===== src/rtl/branch_predictor_pkg.sv =====
// Shared encodings for the branch predictor family: counter states, FSM states
// and the counter value written by the post-reset clear sweep.
package branch_predictor_pkg;

  localparam int unsigned CTR_BITS = 2;

  localparam logic [CTR_BITS-1:0] BP_SNT = 2'b00;
  localparam logic [CTR_BITS-1:0] BP_WNT = 2'b01;
  localparam logic [CTR_BITS-1:0] BP_WT  = 2'b10;
  localparam logic [CTR_BITS-1:0] BP_ST  = 2'b11;

  localparam logic [CTR_BITS-1:0] BP_CTR_INIT = BP_WNT;

  localparam logic [0:0] BP_STATE_INIT  = 1'b0;
  localparam logic [0:0] BP_STATE_READY = 1'b1;

  // A counter predicts taken when it sits in either taken state.
  function automatic logic bp_predict_taken(input logic [CTR_BITS-1:0] ctr);
    return ctr[1];
  endfunction

endpackage


===== src/rtl/sat_counter_2bit.sv =====
// Two-bit saturating counter next-state function; purely combinational so it
// can be shared by any predictor that keeps its own counter storage.
module sat_counter_2bit
  import branch_predictor_pkg::*;
(
  input  logic [1:0] ctr,
  input  logic       taken,
  output logic [1:0] ctr_next
);

  always_comb begin
    ctr_next = ctr;
    if (taken) begin
      if (ctr != BP_ST) ctr_next = ctr + 2'd1;
    end else begin
      if (ctr != BP_SNT) ctr_next = ctr - 2'd1;
    end
  end

endmodule


===== src/rtl/branch_predictor.sv =====
// Direct-mapped 2-bit counter predictor with a tagged BTB. Lookup is
// combinational in IF, training happens at the clock edge from EX.
module branch_predictor
  import branch_predictor_pkg::*;
#(
  parameter int unsigned XLEN       = 32,
  parameter int unsigned INDEX_BITS = 4
) (
  input  logic            clk,
  input  logic            reset,
  input  logic [XLEN-1:0] if_pc,
  output logic            branch_estimation,
  output logic [XLEN-1:0] predicted_pc,
  input  logic            ex_branch,
  input  logic [XLEN-1:0] ex_pc,
  input  logic            ex_branch_taken,
  input  logic [XLEN-1:0] ex_branch_target,
  output logic            init_busy
);

  localparam int unsigned ENTRIES  = 1 << INDEX_BITS;
  localparam int unsigned TAG_BITS = XLEN - INDEX_BITS - 2;

  logic [0:0]            state_q, state_d;
  logic [INDEX_BITS-1:0] sweep_idx_q, sweep_idx_d;

  logic                  valid_q  [ENTRIES];
  logic [TAG_BITS-1:0]   tag_q    [ENTRIES];
  logic [CTR_BITS-1:0]   ctr_q    [ENTRIES];
  logic [XLEN-1:0]       target_q [ENTRIES];

  logic [INDEX_BITS-1:0] if_idx, ex_idx;
  logic [TAG_BITS-1:0]   if_tag, ex_tag;
  logic                  ready, if_hit, ex_hit;
  logic [CTR_BITS-1:0]   ctr_upd;
  logic                  unused_pc_bits;

  // State register for the clear sweep.
  always_ff @(posedge clk) begin
    if (reset) begin
      state_q     <= BP_STATE_INIT;
      sweep_idx_q <= '0;
    end else begin
      state_q     <= state_d;
      sweep_idx_q <= sweep_idx_d;
    end
  end

  always_comb begin
    state_d     = state_q;
    sweep_idx_d = sweep_idx_q;
    case (state_q)
      BP_STATE_INIT: begin
        sweep_idx_d = sweep_idx_q + INDEX_BITS'(1);
        if (sweep_idx_q == INDEX_BITS'(ENTRIES - 1)) state_d = BP_STATE_READY;
      end
      default: ;
    endcase
  end

  assign ready     = (state_q == BP_STATE_READY) && !reset;
  assign init_busy = !ready;

  assign if_idx = if_pc[INDEX_BITS+1:2];
  assign if_tag = if_pc[XLEN-1:INDEX_BITS+2];
  assign ex_idx = ex_pc[INDEX_BITS+1:2];
  assign ex_tag = ex_pc[XLEN-1:INDEX_BITS+2];

  // Byte offsets within a 4-byte instruction never select an entry.
  assign unused_pc_bits = ^{if_pc[1:0], ex_pc[1:0]};

  // Zero-latency lookup sees the pre-update entry; no same-cycle bypass.
  assign if_hit            = valid_q[if_idx] && (tag_q[if_idx] == if_tag);
  assign branch_estimation = ready && if_hit && bp_predict_taken(ctr_q[if_idx]);
  assign predicted_pc      = branch_estimation ? target_q[if_idx] : if_pc + XLEN'(4);

  assign ex_hit = valid_q[ex_idx] && (tag_q[ex_idx] == ex_tag);

  sat_counter_2bit u_ctr (
    .ctr      (ctr_q[ex_idx]),
    .taken    (ex_branch_taken),
    .ctr_next (ctr_upd)
  );

  // Table storage: cleared by the sweep, trained from EX once ready.
  always_ff @(posedge clk) begin
    if (!reset) begin
      if (state_q == BP_STATE_INIT) begin
        valid_q[sweep_idx_q] <= 1'b0;
        ctr_q[sweep_idx_q]   <= BP_CTR_INIT;
      end else if (ex_branch) begin
        if (ex_hit) begin
          ctr_q[ex_idx] <= ctr_upd;
          if (ex_branch_taken) target_q[ex_idx] <= ex_branch_target;
        end else if (ex_branch_taken) begin
          valid_q[ex_idx]  <= 1'b1;
          tag_q[ex_idx]    <= ex_tag;
          target_q[ex_idx] <= ex_branch_target;
          ctr_q[ex_idx]    <= BP_WT;
        end
      end
    end
  end

endmodule


===== config.mk =====
export PLATFORM = sky130hd
export DESIGN_NAME = branch_predictor
export DESIGN_NICKNAME = d
export VERILOG_FILES = /design/src/rtl/branch_predictor_pkg.sv /design/src/rtl/sat_counter_2bit.sv /design/src/rtl/branch_predictor.sv
export SDC_FILE = /design/constraint.sdc
export NUM_CORES = 1
export LEC_CHECK = 0
export CAP_MARGIN = 5
export CORE_MARGIN = 3
export CORE_UTILIZATION = 50
export CTS_CLUSTER_DIAMETER = 60
export DETAILED_ROUTE_END_ITERATION = 10
export PLACE_DENSITY = 0.67
export SYNTH_ARGS = -nofsm -noshare
export SYNTH_HDL_FRONTEND = slang
export SYNTH_SLANG_ARGS = --single-unit

===== constraint.sdc =====
create_clock -name clk -period 6.9 [get_ports clk]
set_clock_uncertainty 0.2 [all_clocks]
set_input_delay 1.38 -clock clk [delete_from_list [all_inputs] [get_ports clk]]
set_output_delay 1.38 -clock clk [all_outputs]
set_load 0.02 [all_outputs]

# After elaboration in Yosys (flattened, before gate mapping)

Memory sizes are Yosys's and may differ from the RTL's.
Cells that the tools add are included.

Flip-flop bits (word level): 5
Bits in writable memories: 976
Output and inout bits: 34
Memories: 4

Memory list:

| name     | words | width | rd ports | clocked after memory_dff | write ports | RTL line               | text |
|---|---|---|---|---|---|---|---|
| target_q | 16    | 32    | 1        | 0                        | 1           | branch_predictor.sv:30 | `logic [XLEN-1:0] target_q [ENTRIES];` |
| tag_q    | 16    | 26    | 2        | 0                        | 1           | branch_predictor.sv:28 | `logic [TAG_BITS-1:0] tag_q [ENTRIES];` |
| ctr_q    | 16    | 2     | 2        | 0                        | 1           | branch_predictor.sv:29 | `logic [CTR_BITS-1:0] ctr_q [ENTRIES];` |
| valid_q  | 16    | 1     | 2        | 0                        | 1           | branch_predictor.sv:27 | `logic valid_q [ENTRIES];` |

Add/sub/neg operators: 4
Equal/unequal tests: 4
Multiplexer cells: 33
Bitwise gates (word level): 2
Reductions and logical operators: 10

Operator list:

| operator              | count |
|---|---|
| $mux 32               | 2 |
| $eq 26x26->1          | 2 |
| $add 32x3->32 const B | 1 |
| $mux 1                | 24 |
| $mux 2                | 5 |
| $mux 4                | 2 |
| $logic_and 1x1->1     | 5 |
| $add 4x1->4 const B   | 1 |
| $eq 4x4->1 const B    | 1 |
| $add 2x1->2 const B   | 1 |
| $logic_not 1->1       | 2 |
| $ne 2x2->1 const B    | 1 |
| $or 1x1->1            | 2 |
| $reduce_bool 2->1     | 1 |
| $reduce_or 2->1       | 1 |
| $sub 2x1->2 const B   | 1 |
| $reduce_or 1->1       | 1 |

# Depth between registers and ports, before layout

An unclocked memory read counts as a cell.

Word-level depth: 11
Gate-level depth with buffers: 16
Depth with buffers taken out: 9

# By module

From an unflattened synthesis, not the netlist that was laid out.

Cell total of the unflattened synthesis: 2105
Area total of the unflattened synthesis: 43128.9 sq um

By module, submodules not included:

| module           | instances | cells each | area an instance (sq um) |
|---|---|---|---|
| branch_predictor | 1         | 2102       | 43102.6 |
| sat_counter_2bit | 1         | 3          | 26.3 |

# Least setup slack after synthesis

No wires, ideal clock.

Path kind: input to register
Start: input ex_pc[3]
End: memory valid_q[4] (enable)
Arrival: 6.738 ns
Required time: 6.393 ns
Setup slack: -0.345 ns
Stages: 13
Buffers on the path: 5
Path through: buf_2 buf_4 clkbuf_1 buf_4 mux4_2 a221oi_1 xnor2_1 a21oi_1 and4_4 and3_1 buf_2 nor4b_1 o21bai_1

Word-level cells in the longest chain between the ends: 10

RTL lines:

| what                                                     | RTL line               | text |
|---|---|---|
| from (decl)                                              | branch_predictor.sv:15 | `input logic [XLEN-1:0] ex_pc,` |
| $mem_v2 16x26                                            | --                     |  |
| $eq 26x26->1                                             | branch_predictor.sv:77 | `assign ex_hit = valid_q[ex_idx] && (tag_q[ex_idx] == ex_tag);` |
| $logic_and 1x1->1                                        | branch_predictor.sv:77 |  |
| $mux 1                                                   | branch_predictor.sv:92 | `if (ex_hit) begin` |
| $mux 1                                                   | branch_predictor.sv:91 | `end else if (ex_branch) begin` |
| $mux 1                                                   | branch_predictor.sv:88 | `if (state_q == BP_STATE_INIT) begin` |
| $mux 1                                                   | branch_predictor.sv:87 | `if (!reset) begin` |
| $mux 1 (not written as such)                             | branch_predictor.sv:96 | `valid_q[ex_idx] <= 1'b1;` |
| $reduce_or 1->1 (no source line)                         | --                     |  |
| $mux 4 (no source line) / $mux 1 (equally long branches) | --                     |  |
| to (decl)                                                | branch_predictor.sv:27 |  |

Several ways; a longest one is shown, not always the timed one.

# Final worst setup path

Start: input if_pc[2]
End: output predicted_pc[3]

Word-level cells in the longest chain between the ends: 6

RTL lines:

| what                           | RTL line               | text |
|---|---|---|
| from (decl)                    | branch_predictor.sv:11 | `input logic [XLEN-1:0] if_pc,` |
| $mem_v2 16x26                  | --                     |  |
| $eq 26x26->1                   | branch_predictor.sv:73 | `assign if_hit = valid_q[if_idx] && (tag_q[if_idx] == if_tag);` |
| $logic_and 1x1->1              | branch_predictor.sv:73 |  |
| $logic_and 1x1->1 (2 in a row) | branch_predictor.sv:74 | `assign branch_estimation = ready && if_hit && bp_predict_taken(ctr_q[if_idx]);` |
| $mux 32 (*)                    | branch_predictor.sv:75 | `assign predicted_pc = branch_estimation ? target_q[if_idx] : if_pc + XLEN'(4);` |
| to (decl)                      | branch_predictor.sv:13 | `output logic [XLEN-1:0] predicted_pc,` |

Every way passes the cells marked *; elsewhere a longest branch is shown, timed or not.

==> impl_metrics.toml <==
[outcome]
outcome = "complete, no violations"

[worst_setup_path]
r2r_slack_ps = 2430
worst_setup_path_start_kind = "input pin"
path_class = "in2out"
arrival_ps = 5130
worstReg2RegStart = "tag_q[14][21]$_DFFE_PP_"
worstReg2RegEnd = "ctr_q[9][1]$_DFFE_PP_"
critPathMaxFanout = 20
required_ps = 5320
crit_path_end_kind = "output port"
ff2ff_path_depth = 9

[clock_tree]
cts_setup_buffers = 0
clockBufferDepth = 3
root_buffer = "clkbuf_16"
cts_buffers = 105
clock_latency_ps = 690
cts_hold_buffers = 0
cts_sinks = 981
cts_resized = 0
clk_pin_slew_worst_paths_ps = 50
cts_tree = "done"
htree_levels = 3

[timing]
finalSetupViolCount = 0
rsz0062_at_grt = "false"
post-route-min-period_ps = 6710
fin_ws_ps = 187
final_hold_viol_count = 0
maxSlewViolCount = 0
worst_pin_slew_ps = 1110
fin_tns_setup_ps = 0
period_share = 0.973
relSlewSlack = 0.258
max_freq_mhz = 149

[cells_and_area]
area_delta_synth_final_pct = 16.2
fill_cells = 6225
post-route-cell-area_um2 = 50600
final_layout_size_suffix_gt1_frac = 0.302
fin_nets = 2553

[min_path]
hold_depth = 2
hold_end = "sweep_idx_q[3]$_SDFFE_PP0N_"
holdCritPathClass = "reg2reg"
holdCritStartpoint = "sweep_idx_q[3]$_SDFFE_PP0N_"

[logic_synthesis]
yosys_warnings = 0
synth_cell_types = 74
synth-async-reset-ratio = 0
synth-seq-cells = 981
avgSynthCellArea_um2 = 19.6
ys_seq_area_frac = 0.676
synthFlopType = "edfxtp_1"
synth_cells = 2223
synth_edf_count = 976
netlist_area_um2 = 43500
synth_fp_nets = 2325

[flow_run]
maxCapViolCount = 0

[power]
pwr-share-seq = 0.497
power_frac_clock = 0.431
total_power_mw = 13.2
power.net_switching_mw = 2.91
p_int_mw = 10.3
p_leak_nw = 16.0
power.density_nw_per_um2 = 261
p_sw_frac = 0.221
pwr-share-comb = 0.071
max-vdd-ir-drop_uv = 237

[floorplan]
start_util = 0.508
ios = 134
die_w_um = 301
die_h_um = 301
rows = 107
core_um2 = 85700
dieArea_um2 = 90600

[placed_design]
pre_cts_ws_ps = 225
gp_congestion = 0.922
dp.final_hpwl_mm = 71.9
place_area_um2 = 47000
port_buffers = 131

[global_routing]
grt_max_degree = 66
grt_pass1_vias = 24800
overflow = 0
antenna_found_initial = 7
grt_first_pass_wirelength_mm = 173
grt_usage = 0.265

[routing]
drtIter0Drc = 3010
avgViaCountPerCell = 6.53
drc = 0
drt_wl_total_mm = 118
antenna_left = 0
firstDrtPassIters = 8
wire_per_inst_um = 31.9
dr_total_vias = 24100
## area by class of cell
class,count,area [µm²],share of cell area
Multi-Input combinational cell,1073,13500,0.268
Tap cell,1144,1430,0.0283
Clock buffer,120,2680,0.0531
Timing Repair Buffer,269,2590,0.0512
Inverter,21,78.8,0.00156
Sequential cell,981,29400,0.582
Clock inverter,76,827,0.0164
Antenna cell,5,12.5,0.000247
## Yosys cell counts (4+ instances only)
| master | instances | area [µm²] |
|---|---|---|
| a221oi_1 | 6 | 52.6 |
| o311a_1 | 4 | 40.0 |
| mux4_2 | 370 | 8330 |
| clkbuf_1 | 68 | 255 |
| mux2_2 | 55 | 619 |
| nor2_1 | 66 | 248 |
| nand2b_1 | 12 | 75.1 |
| o21ai_0 | 17 | 85.1 |
| and4_1 | 5 | 43.8 |
| nand3_1 | 56 | 280 |
| nand4_1 | 19 | 119 |
| a22o_1 | 4 | 35.0 |
| buf_6 | 11 | 124 |
| nor4_1 | 5 | 31.3 |
| o22ai_1 | 27 | 169 |
| mux2_1 | 5 | 56.3 |
| edfxtp_1 | 976 | 29300 |
| nand3b_1 | 4 | 30.0 |
| nor3_1 | 17 | 85.1 |
| buf_1 | 28 | 105 |
| o211ai_1 | 7 | 52.6 |
| a22oi_1 | 17 | 128 |
| buf_4 | 10 | 75.1 |
| a31oi_1 | 17 | 106 |
| and3_1 | 18 | 113 |
| xor2_1 | 19 | 166 |
| a311oi_1 | 4 | 35.0 |
| dfxtp_1 | 5 | 100 |
| nand2_1 | 63 | 236 |
| o32ai_1 | 5 | 43.8 |
| nor3b_1 | 4 | 30.0 |
| xnor2_1 | 61 | 534 |
| or2_1 | 4 | 25.0 |
| buf_2 | 31 | 155 |
| inv_1 | 20 | 75.1 |
| o31ai_1 | 6 | 45.0 |
| mux2i_1 | 75 | 751 |
| nor2b_1 | 15 | 93.8 |
| a21oi_1 | 30 | 150 |
## cells in the final DEF, fill, tap and decap left out, types with 15 or more instances in the layout
cell / instances
a21oi_1: 30
a22oi_1: 17
a31oi_1: 17
and3_1: 18
buf_12: 19
buf_4: 122
clkbuf_1: 15
clkbuf_16: 105
clkdlybuf4s50_1: 124
clkinv_1: 26
clkinv_2: 17
edfxtp_1: 976
inv_1: 17
mux2_2: 55
mux2i_1: 75
mux4_2: 370
nand2_1: 63
nand3_1: 56
nand4_1: 19
nor2_1: 40
nor2_4: 26
nor2b_1: 15
nor3_1: 16
o21ai_0: 17
o22ai_1: 27
xnor2_1: 61
xor2_1: 19
## cell families (layout without fill, tap and decap cells)
logic type,after synthesis,after routing,share of synthesized area
AOI/OAI and AO/OA,184,184,0.0299
xor gates and xnor gates,80,80,0.0161
adders and majority gates,2,2,0.000575
buffers and inverters,169,486,0.0182
DFF,981,981,0.676
muxes,505,505,0.224
other,0,5,0
and+or+nand+nor,302,302,0.0347
## how the worst max path moves through the flow
| stage | start | end | depth (start not counted) | slack [ps] |
|---|---|---|---|---|
| after floorplan | ex_pc[3] | tag_q[3][0]$_DFFE_PP_ | 13 | 690 |
| after global placement | if_pc[2] | predicted_pc[31] | 12 | 180 |
| after detailed placement | if_pc[2] | predicted_pc[31] | 11 | 220 |
| after CTS | if_pc[7] | predicted_pc[31] | 12 | 210 |
| after global routing | if_pc[2] | predicted_pc[18] | 12 | 50 |
| final | if_pc[2] | predicted_pc[3] | 11 | 190 |
## stage by stage
step           hold slack [ps]  cells  utilization
6_report                   417   3689        0.590
5_1_grt                    453   3687        0.590
4_1_cts                    421   3684        0.590
3_5_place_dp               413   3488        0.549
3_3_place_gp               392   3488        0.549
2_1_floorplan              362   2223            -
## per-layer routing
| layer | part of all wire | vias to the layer above | track usage |
|---|---|---|---|
| li1 | - | 9893 | - |
| met4 | 0.035 | 4 | 0.0868 |
| met2 | 0.50 | 1122 | 0.439 |
| met5 | 0.00023 | - | 0 |
| met3 | 0.075 | 241 | 0.0453 |
| met1 | 0.39 | 12800 | 0.363 |
## critical path, stage by stage
cell and delay (ps):
buf_8 220, buf_12 250, buf_4 230, mux4_2 510, mux4_2 620, xnor2_1 190
and4_1 240, and4_2 280, buf_12 200, mux2_2 400, clkdlybuf4s50_1 560
## sequential cells by signal, indices dropped and copies added, names as in the netlist
signal,count
ctr_q,32
state_q,1
sweep_idx_q,4
tag_q,416
target_q,512
valid_q,16
## power groups by stage
stage	logic (mW)	registers [mW]	clock network (mW)
floorplan	0.540	6.68	0
global placement	0.920	6.68	0
detailed placement	0.932	6.68	0
CTS	0.936	6.56	5.77
global route	0.990	6.56	6.03
finish	0.937	6.56	5.69
Power figures use the tool's default switching activity.
